### src/rtl/fx_mul_arbiter.sv
// Round-robin arbiter sharing one in-order pipelined multiplier among NREQ requesters.
// Issued requester indices are held in a tag FIFO so results are steered back in issue order.
package fpga_cfg_pkg;
    parameter int unsigned FP_WIDTH = 32;
endpackage

module fx_mul_arbiter #(
    parameter int unsigned WIDTH        = fpga_cfg_pkg::FP_WIDTH,
    parameter int unsigned NREQ         = 4,
    parameter int unsigned MAX_INFLIGHT = 8
) (
    input  logic                             clk,
    input  logic                             rst_n,
    input  logic [NREQ-1:0]                  req_valid,
    output logic [NREQ-1:0]                  req_ready,
    input  logic [NREQ*WIDTH-1:0]            req_a,
    input  logic [NREQ*WIDTH-1:0]            req_b,
    output logic [NREQ-1:0]                  rsp_valid,
    input  logic [NREQ-1:0]                  rsp_ready,
    output logic [WIDTH-1:0]                 rsp_result,
    output logic                             mul_valid_in,
    input  logic                             mul_ready_out,
    output logic [WIDTH-1:0]                 mul_a,
    output logic [WIDTH-1:0]                 mul_b,
    input  logic                             mul_valid_out,
    output logic                             mul_ready_in,
    input  logic [WIDTH-1:0]                 mul_result,
    output logic [$clog2(MAX_INFLIGHT):0]    inflight,
    output logic                             err_orphan
);

    localparam int unsigned IW = (NREQ > 1) ? $clog2(NREQ) : 1;
    localparam int unsigned PW = $clog2(MAX_INFLIGHT);
    localparam int unsigned CW = PW + 1;

    logic [IW-1:0] rr_ptr_q, rr_ptr_d;
    logic [IW-1:0] tag_mem_q [MAX_INFLIGHT];
    logic [PW-1:0] wr_ptr_q, wr_ptr_d;
    logic [PW-1:0] rd_ptr_q, rd_ptr_d;
    logic [CW-1:0] count_q, count_d;
    logic          err_orphan_q, err_orphan_d;

    logic [IW-1:0] grant_idx;
    logic [IW-1:0] head;
    logic          grant_found;
    logic          fifo_full;
    logic          fifo_empty;
    logic          can_issue;
    logic          op_sel;
    logic          push;
    logic          pop;
    int unsigned   scan_idx;

    assign fifo_full  = (count_q == CW'(MAX_INFLIGHT));
    assign fifo_empty = (count_q == '0);
    assign head       = tag_mem_q[rd_ptr_q];

    // First valid requester at or after rr_ptr, wrapping.
    always_comb begin
        grant_found = 1'b0;
        grant_idx   = '0;
        scan_idx    = 0;
        for (int unsigned k = 0; k < NREQ; k++) begin
            scan_idx = (32'(rr_ptr_q) + k) % NREQ;
            if (!grant_found && req_valid[scan_idx]) begin
                grant_found = 1'b1;
                grant_idx   = IW'(scan_idx);
            end
        end
    end

    // rst_n gating forces the issue side to its reset values while reset is held.
    assign can_issue    = rst_n && mul_ready_out && !fifo_full;
    assign op_sel       = rst_n && grant_found;
    assign mul_valid_in = can_issue && grant_found;
    assign mul_a        = op_sel ? req_a[32'(grant_idx)*WIDTH +: WIDTH] : '0;
    assign mul_b        = op_sel ? req_b[32'(grant_idx)*WIDTH +: WIDTH] : '0;
    assign push         = mul_valid_in && mul_ready_out;

    always_comb begin
        req_ready = '0;
        if (can_issue && grant_found) begin
            req_ready[grant_idx] = 1'b1;
        end
    end

    always_comb begin
        rsp_valid = '0;
        if (!fifo_empty) begin
            rsp_valid[head] = mul_valid_out;
        end
    end

    assign mul_ready_in = fifo_empty ? 1'b1 : rsp_ready[head];
    assign rsp_result   = mul_result;
    assign pop          = mul_valid_out && mul_ready_in && !fifo_empty;

    always_comb begin
        rr_ptr_d     = rr_ptr_q;
        wr_ptr_d     = wr_ptr_q;
        rd_ptr_d     = rd_ptr_q;
        count_d      = count_q;
        err_orphan_d = err_orphan_q | (mul_valid_out && fifo_empty);
        if (push) begin
            rr_ptr_d = (32'(grant_idx) == NREQ - 1) ? '0 : grant_idx + IW'(1);
            wr_ptr_d = wr_ptr_q + PW'(1);
        end
        if (pop) begin
            rd_ptr_d = rd_ptr_q + PW'(1);
        end
        case ({push, pop})
            2'b10:   count_d = count_q + CW'(1);
            2'b01:   count_d = count_q - CW'(1);
            default: count_d = count_q;
        endcase
    end

    always_ff @(posedge clk or negedge rst_n) begin
        if (!rst_n) begin
            rr_ptr_q     <= '0;
            wr_ptr_q     <= '0;
            rd_ptr_q     <= '0;
            count_q      <= '0;
            err_orphan_q <= 1'b0;
        end else begin
            rr_ptr_q     <= rr_ptr_d;
            wr_ptr_q     <= wr_ptr_d;
            rd_ptr_q     <= rd_ptr_d;
            count_q      <= count_d;
            err_orphan_q <= err_orphan_d;
        end
    end

    // Tag storage needs no reset: entries are only read while count_q is non-zero.
    always_ff @(posedge clk) begin
        if (push) begin
            tag_mem_q[wr_ptr_q] <= grant_idx;
        end
    end

    assign inflight   = count_q;
    assign err_orphan = err_orphan_q;

endmodule

### config.mk
export PLATFORM = sky130hd
export DESIGN_NAME = fx_mul_arbiter
export DESIGN_NICKNAME = d
export VERILOG_FILES = /design/src/rtl/fx_mul_arbiter.sv
export SDC_FILE = /design/constraint.sdc
export NUM_CORES = 1
export LEC_CHECK = 0
export BUFFER_PORTS_ARGS = -buffer_cell sky130_fd_sc_hd__buf_2
export CAP_MARGIN = 20
export CELL_PAD_IN_SITES_DETAIL_PLACEMENT = 1
export CELL_PAD_IN_SITES_GLOBAL_PLACEMENT = 2
export CORE_AREA = 2 2 161 163
export DETAILED_ROUTE_END_ITERATION = 7
export DIE_AREA = 0 0 163 165
export PLACE_DENSITY = 0.79
export SETUP_SLACK_MARGIN = 0.5
export SLEW_MARGIN = 20
export SYNTH_ARGS = -nofsm -noshare
export SYNTH_HDL_FRONTEND = slang
export SYNTH_SLANG_ARGS = --single-unit
### constraint.sdc
create_clock -name clk -period 7.73 [get_ports clk]
set_clock_uncertainty 0.05 [all_clocks]
set_input_delay 1.546 -clock clk [delete_from_list [all_inputs] [get_ports clk]]
set_output_delay 1.546 -clock clk [all_outputs]
set_load 0.03 [all_outputs]
==> out/metrics.yaml, run 1 <==
outcome:
  status: "complete, no violations"
floorplan:
  ios: 411
  die_w_microns: 163
  coreArea_sq_um: 25000
  dieArea_sq_um: 26900
  die_y_microns: 165
  num_rows: 58
  start_util_pct: 14.9
global_route:
  grt_pass1_wl_microns: 24100
  grt_pass1_vias: 4267
  grt_antenna_before_repair: 3
  grt-ovfl-total: 0
  grtUsageTotal_pct: 11.8
  grt_max_degree: 65
critical_path:
  cp-end-kind: "output pin"
  crit_arrival_ps: 4060
  worst-setup-path-type: "input pin to output pin"
  critPathMaxFanout: 39
  cp-start-kind: "input pin"
  cp.required_ps: 6130
logic_synthesis:
  synthTopCellsByArea: "mux4_2 (40%), edfxtp_1 (13%), and2_1 (11%)"
  ys_seq_area_share_pct: 21.6
  synthFlopType: "edfxtp_1"
  synth_edf_count: 16
  synth_commonest_cells: "and2_1 (68), mux4_2 (66), buf_4 (35)"
  synth_cell_types: 39
  yosysTopAreaCell: "mux4_2"
  synthArstFlopShare_pct: 44.8
  yosys.area.top_type_share_pct: 39.9
  ys_ff_latch: 29
  syn_inst: 306
  yosysWarnings: 0
  avgSynthCellArea_sq_um: 12.2
  synth.most_common_cell: "and2_1"
  syn_nets: 616
  netlist_area_sq_um: 3720
cts:
  clk_path_buf_depth: 2
  cts-buffers-inserted: 5
  cts_tree: "done"
  cts.clk_slew.worst_paths_ps: 50
  cts-hold-fix-buffers: 0
  cts_max_level: 2
  cts_setup_buffers: 0
  clock_sinks: 29
  insertion_delay_ps: 270
  cts_resized: 0
  cts_root_buf: "clkbuf_16"
timing:
  layout_worst_path_cycle_share_pct: 73.1
  setup_violations: 0
  tns_ps: 0
  grt_setup_unrepaired: "false"
  slew_viol_final: 0
  worst_slew_pin_slew_ps: 710
  hold_violations: 0
  fmax_mhz: 177
  max-slew-margin-rel_pct: 52.7
  min_period_ps: 5650
power_and_ir_drop:
  power.density_nw_per_um2: 284
  peakVddDrop_v: 0.000169
  p_leak_nw: 2.72
worst_hold_path:
  hp-class: "flop to flop"
routing:
  wl_microns: 17000
  routed_via_density: 4.08
  drc_errors: 0
  drt-pass1-iter-count: 4
  dr_total_vias: 3832
  ant_nets: 0
  wl_per_cell_microns: 18.1
  first_iter_violations: 162
finish:
  final_util_pct: 22.8
  area_delta_synth_final_pct: 53.5
  final_nets: 917
  drive_above_1_share_pct: 71.2
job:
  maxCapViolCount: 0
placed_design:
  io_buffers: 346
  dpl.hpwl_microns: 14700
  gp_congestion: 0.732
[sequential cells by signal, indices dropped and copies added (netlist names)]
signal,cells
wr_ptr_q,3
tag_mem_q,16
rr_ptr_q,2
rd_ptr_q,3
inflight,4
err_orphan,1
[where the power goes]
part | total (mW) | internal [mW] | switching (mW)
sequential | 0.273 | 0.217 | 0.0562
clock | 0.180 | 0.116 | 0.0639
combinational | 1.17 | 0.544 | 0.624
[path summary, 6_finish.rpt]
path                                              start                 endpoint  slack, ps  depth (start not counted)
worst min register to register     err_orphan$_DFF_PN0_     err_orphan$_DFF_PN0_        400                          1
worst max-delay path                       req_valid[3]                 mul_a[3]       2080                          8
worst max register to register  rd_ptr_q[0]$_DFFE_PN0P_  inflight[3]$_DFFE_PN0P_       4150                         12
min in group asynchronous                         rst_n  inflight[3]$_DFFE_PN0P_       1120                          1
max in group asynchronous                         rst_n     err_orphan$_DFF_PN0_       6250                          1
worst min-delay path               err_orphan$_DFF_PN0_     err_orphan$_DFF_PN0_        400                          1
[per-stage QoR]
step / setup WS, ps / hold slack [ps] / instances / total power [mW] / area [sq um]
final: 2080 / 405 / 939 / 1.62 / 5720
after global routing: 1840 / 446 / 938 / 1.75 / 5710
after CTS: 2010 / 405 / 938 / 1.65 / 5710
after detailed placement: 2000 / 393 / 930 / 1.46 / 5580
after global placement: 2020 / 383 / 930 / 1.44 / 5580
after floorplan: 2720 / 431 / 306 / 1.17 / 3720
[final cells by class]
type                    count  area (sq um)
well taps                 330           413
fillers                  3014         19300
inverters                  12          45.0
multi-input cells         209          2540
clock buffers               5           125
flip-flops and latches     29           806
clock inverters             3          12.5
repair buffers            350          1770
diodes                      1          2.50
[logic make-up (layout without fill, tap and decap cells)]
kind of cell / count (synthesis) / count (layout) / share of synthesized area, %
XOR/XNOR: 8 / 8 / 1.88
flip-flops: 29 / 29 / 21.6
buffers and inverters: 68 / 370 / 10.7
adder cells (fa/ha/maj): 10 / 10 / 3.56
AO/OA/AOI/OAI: 14 / 14 / 2.55
AND/OR/NAND/NOR: 102 / 102 / 15.9
multiplexers: 75 / 75 / 43.8
other: 0 / 1 / 0
[metal layers]
| metal | track usage [%] | share of wire (%) | vias up | wire, microns |
|---|---|---|---|---|
| li1 | - | - | 1729 | - |
| met1 | 14.8 | 39 | 1879 | 6690 |
| met2 | 20.9 | 52 | 207 | 8820 |
| met3 | 2.84 | 7.9 | 13 | 1350 |
| met4 | 1.85 | 0.79 | 4 | 135 |
| met5 | 0 | 0.10 | - | 17 |
[cell usage in the layout, fill, tap and decap left out, drive strengths merged, types with 2 or more instances in the layout]
cell	Yosys	routed
a21o	2	2
a21oi	3	3
a221oi	2	2
and2	68	68
buf	40	350
clkbuf	16	5
clkinv	1	4
dfrtp	13	13
edfxtp	16	16
ha	9	9
inv	11	11
mux2	6	6
mux4	68	68
nand2	11	11
nand2b	3	3
nand3	2	2
nor2	6	6
nor2b	2	2
nor3	5	5
nor4	2	2
o21ai	4	4
xnor2	6	6
xor2	2	2
[critical path, cell delays in order]
cell and delay, ps:
buf_2 120, inv_2 50, a221oi_1 340, o22a_4 660, buf_12 370, mux4_2 560
and2_1 210, buf_2 190
No activity file was read; power rests on OpenSTA's default activity.
==> run 2: changes to the inputs <==
--- a/config.mk
+++ b/config.mk
@@ -5,14 +5,15 @@
 export SDC_FILE = /design/constraint.sdc
 export NUM_CORES = 1
 export LEC_CHECK = 0
+export ABC_AREA = 1
 export BUFFER_PORTS_ARGS = -buffer_cell sky130_fd_sc_hd__buf_2
 export CAP_MARGIN = 20
 export CELL_PAD_IN_SITES_DETAIL_PLACEMENT = 1
 export CELL_PAD_IN_SITES_GLOBAL_PLACEMENT = 2
-export CORE_AREA = 2 2 161 163
+export CORE_MARGIN = 2
+export CORE_UTILIZATION = 16
 export DETAILED_ROUTE_END_ITERATION = 7
-export DIE_AREA = 0 0 163 165
-export PLACE_DENSITY = 0.79
+export PLACE_DENSITY = 0.87
 export SETUP_SLACK_MARGIN = 0.5
 export SLEW_MARGIN = 20
 export SYNTH_ARGS = -nofsm -noshare
==> constraint.sdc (replaced) <==
create_clock -name clk -period 4.55 [get_ports clk]
set_clock_uncertainty 0.05 [all_clocks]
set_input_delay 0.91 -clock clk [delete_from_list [all_inputs] [get_ports clk]]
set_output_delay 0.91 -clock clk [all_outputs]
set_load 0.03 [all_outputs]
==> run 2 against run 1 <==
Compared with the run above: clock power increased by 110%; sequential share of layout area fell by 3.1 points; global-route usage is 1.4 points higher; design area up 29%; largest cell class unchanged; total power grew to 4.3 times the previous value; via count up 84%; first-iteration DRC count up 12%; worst setup slack got worse by 1400 ps; combinational power grew to 5.3 times the previous value; flip-flop and latch count did not move; utilization down 0.29 points; hold slack improved by 51 ps.
==> out/metrics.yaml, run 2 <==
routing:
  drt-pass1-iter-count: 4  # unchanged
  drc_errors: 0  # unchanged
  wl_per_cell_microns: 14.3  # -21%
  wl_microns: 24000  # +41%
  first_iter_violations: 181  # +12%
  dr_total_vias: 7050  # +84%
  ant_nets: 0  # unchanged
  routed_via_density: 4.20  # +3.0%
cts:
  cts_max_level: 2  # unchanged
  cts-hold-fix-buffers: 0  # unchanged
  cts_root_buf: "clkbuf_16"
  clock_sinks: 29  # unchanged
  cts_resized: 0  # unchanged
  insertion_delay_ps: 280  # about the same
  cts_tree: "done"
  cts.clk_slew.worst_paths_ps: 50  # about the same
  cts-buffers-inserted: 5  # unchanged
  cts_setup_buffers: 0  # unchanged
  clk_path_buf_depth: 2  # unchanged
critical_path:
  reg2reg_setup_slack_ps: 1140  # -3010 ps
  worst-setup-path-type: "input pin to output pin"
  critPathTopFamily: "simple AND/OR/NAND/NOR gates"
  cp.required_ps: 3590  # -2540 ps
  cp-end-kind: "output pin"
  cp-start-kind: "input pin"
  path_cells: "buf_2 > inv_1 > nand2_1 > nand3_1 > nand2_2 > nor2_4 > nand3_2 > nand2_4 > buf_16 > nand3b_1 > nand3_1 > a21oi_1 > buf_2"
  critPathMaxStageDelay_ps: 310  # -350 ps
  cp_num_buf_inv: 4  # unchanged
  crit_arrival_ps: 2940  # -1120 ps
  critPathMaxFanout: 128  # +230%
  slowest_stage: "buf_16"
timing:
  slew_viol_final: 0  # unchanged
  min_period_ps: 3900
  setup_violations: 0  # unchanged
  tns_ps: 0  # unchanged
  worst_slew_pin_slew_ps: 684  # -26.0 ps
  max-slew-margin-rel_pct: 54.4  # +1.7 points
  fmax_mhz: 256
  grt_setup_unrepaired: "false"
  hold_violations: 0  # unchanged
  layout_worst_path_cycle_share_pct: 85.7
job:
  maxCapViolCount: 0  # unchanged
global_route:
  grt-ovfl-total: 0  # unchanged
  grt_pass1_vias: 7307  # +71%
  grt_antenna_before_repair: 1  # -2
  grt_pass1_wl_microns: 38100  # +58%
  grt_max_degree: 129  # +98%
  grtUsageTotal_pct: 13.2  # +1.4 points
logic_synthesis:
  synth.most_common_cell: "inv_1"
  yosysWarnings: 0  # unchanged
  synthArstFlopShare_pct: 44.8  # unchanged
  synth_commonest_cells: "inv_1 (219), nand3_1 (210), nand2_1 (208)"
  avgSynthCellArea_sq_um: 5.53  # -55%
  yosys.area.top_type_share_pct: 19.7  # -20 points
  synthTopCellsByArea: "nand3_1 (20%), inv_1 (15%), nand2_1 (15%)"
  netlist_area_sq_um: 5340  # +43%
  ys_ff_latch: 29  # unchanged
  ys_seq_area_share_pct: 15.1  # -6.5 points
  syn_inst: 966  # +220%
  synth_cell_types: 30  # -23%
  yosysTopAreaCell: "nand3_1"
  syn_nets: 1276  # +110%
  synth_edf_count: 16  # unchanged
  synthFlopType: "edfxtp_1"
power_and_ir_drop:
  power_mw: 7.05  # +330%
  power.density_nw_per_um2: 956  # +240%
  peakVddDrop_v: 0.000603  # +260%
  p_leak_nw: 4.43  # +63%
finish:
  regMostFlops: "tag_mem_q"
  diodes: 0  # -1
  drive_above_1_share_pct: 30.7  # -40 points
  layout_commonest_cell: "buf_2"
  final_cell_mix: "buf_2 (346), inv_1 (219), nand3_1 (210)"
  final_nets: 1545  # +68%
  area_delta_synth_final_pct: 38.0
  largest_reg_flops: 16  # unchanged
  layout.cells.non_filler: 1678  # +79%
floorplan:
  num_rows: 66  # +14%
  start_util_pct: 16.3  # +1.5 points
  dieArea_sq_um: 34900  # +30%
  ios: 411  # unchanged
  die_y_microns: 187  # +13%
  coreArea_sq_um: 32700  # +31%
  die_w_microns: 187  # +15%
worst_hold_path:
  hp-class: "flop to flop"
outcome:
  status: "complete, no violations"
placed_design:
  dpl.hpwl_microns: 18800  # +28%
  dp_cells: 1670  # +80%
  gp_congestion: 0.813  # +11%
  io_buffers: 346  # unchanged
[run 2: cell count changes in the layout (fill, tap and decap cells not counted), moves of 20 or more]
cell      change
nand2_1     +195
a21oi_1      +62
nand3b_1     +65
inv_1       +210
mux4_2       -66
nor2_1       +20
nand3_1     +208
and2_1       -68
[run 2: layer usage]
layer	part of all wire [%]	vias to the layer above	global-route usage (%)	routed length [microns]
met1	40	3272	15.1	9620
met5	0.029	-	0	7
met4	0.72	2	1.71	172
met2	51	247	24.7	12300
li1	-	3511	-	-
met3	8.3	18	3.72	1990
[run 2: final timing paths]
| check | cells after the start | start | end |
|---|---|---|---|
| worst max-delay path | 13 | req_valid[3] | mul_b[16] |
| worst min-delay path | 1 | err_orphan$_DFF_PN0_ | err_orphan$_DFF_PN0_ |
| worst max register to register | 19 | rd_ptr_q[0]$_DFFE_PN0P_ | inflight[3]$_DFFE_PN0P_ |
| worst min register to register | 1 | err_orphan$_DFF_PN0_ | err_orphan$_DFF_PN0_ |
| max in group asynchronous | 1 | rst_n | rr_ptr_q[0]$_DFFE_PN0P_ |
| min in group asynchronous | 1 | rst_n | err_orphan$_DFF_PN0_ |
[run 2: cells by family after synthesis]
kind of cell    Yosys count  share of synthesized area, %
xor+xnor                  4                         0.656
fa+ha+maj                10                          2.48
buf+inv                 320                          27.1
compound gates           78                          7.43
flops                    29                          15.1
simple gates            525                          47.2
[run 2: per-stage QoR]
stage / hold slack (ps) / worst slack (ps) / instance area [sq um] / util, %
2_1_floorplan: 432 / 997 / 5340 / -
3_3_place_gp: 403 / 661 / 7180 / 22.0
3_5_place_dp: 442 / 647 / 7180 / 22.0
4_1_cts: 457 / 605 / 7350 / 22.5
5_1_grt: 474 / 500 / 7370 / 22.5
6_report: 456 / 649 / 7370 / 22.5
[run 2: final cells by class]
cell class / instances / area, sq um
fillers: 4381 / 25300
multi-input cells: 617 / 3120
repair buffers: 359 / 1890
inverters: 223 / 837
flip-flops and latches: 29 / 807
well taps: 442 / 553
clock buffers: 6 / 129
clock inverters: 2 / 33.8
[run 2: report_power, final]
group / internal [mW] / total [mW] / switching [mW]
Clock: 0.256 / 0.376 / 0.120
Sequential: 0.403 / 0.496 / 0.0924
Combinational: 1.81 / 6.17 / 4.37
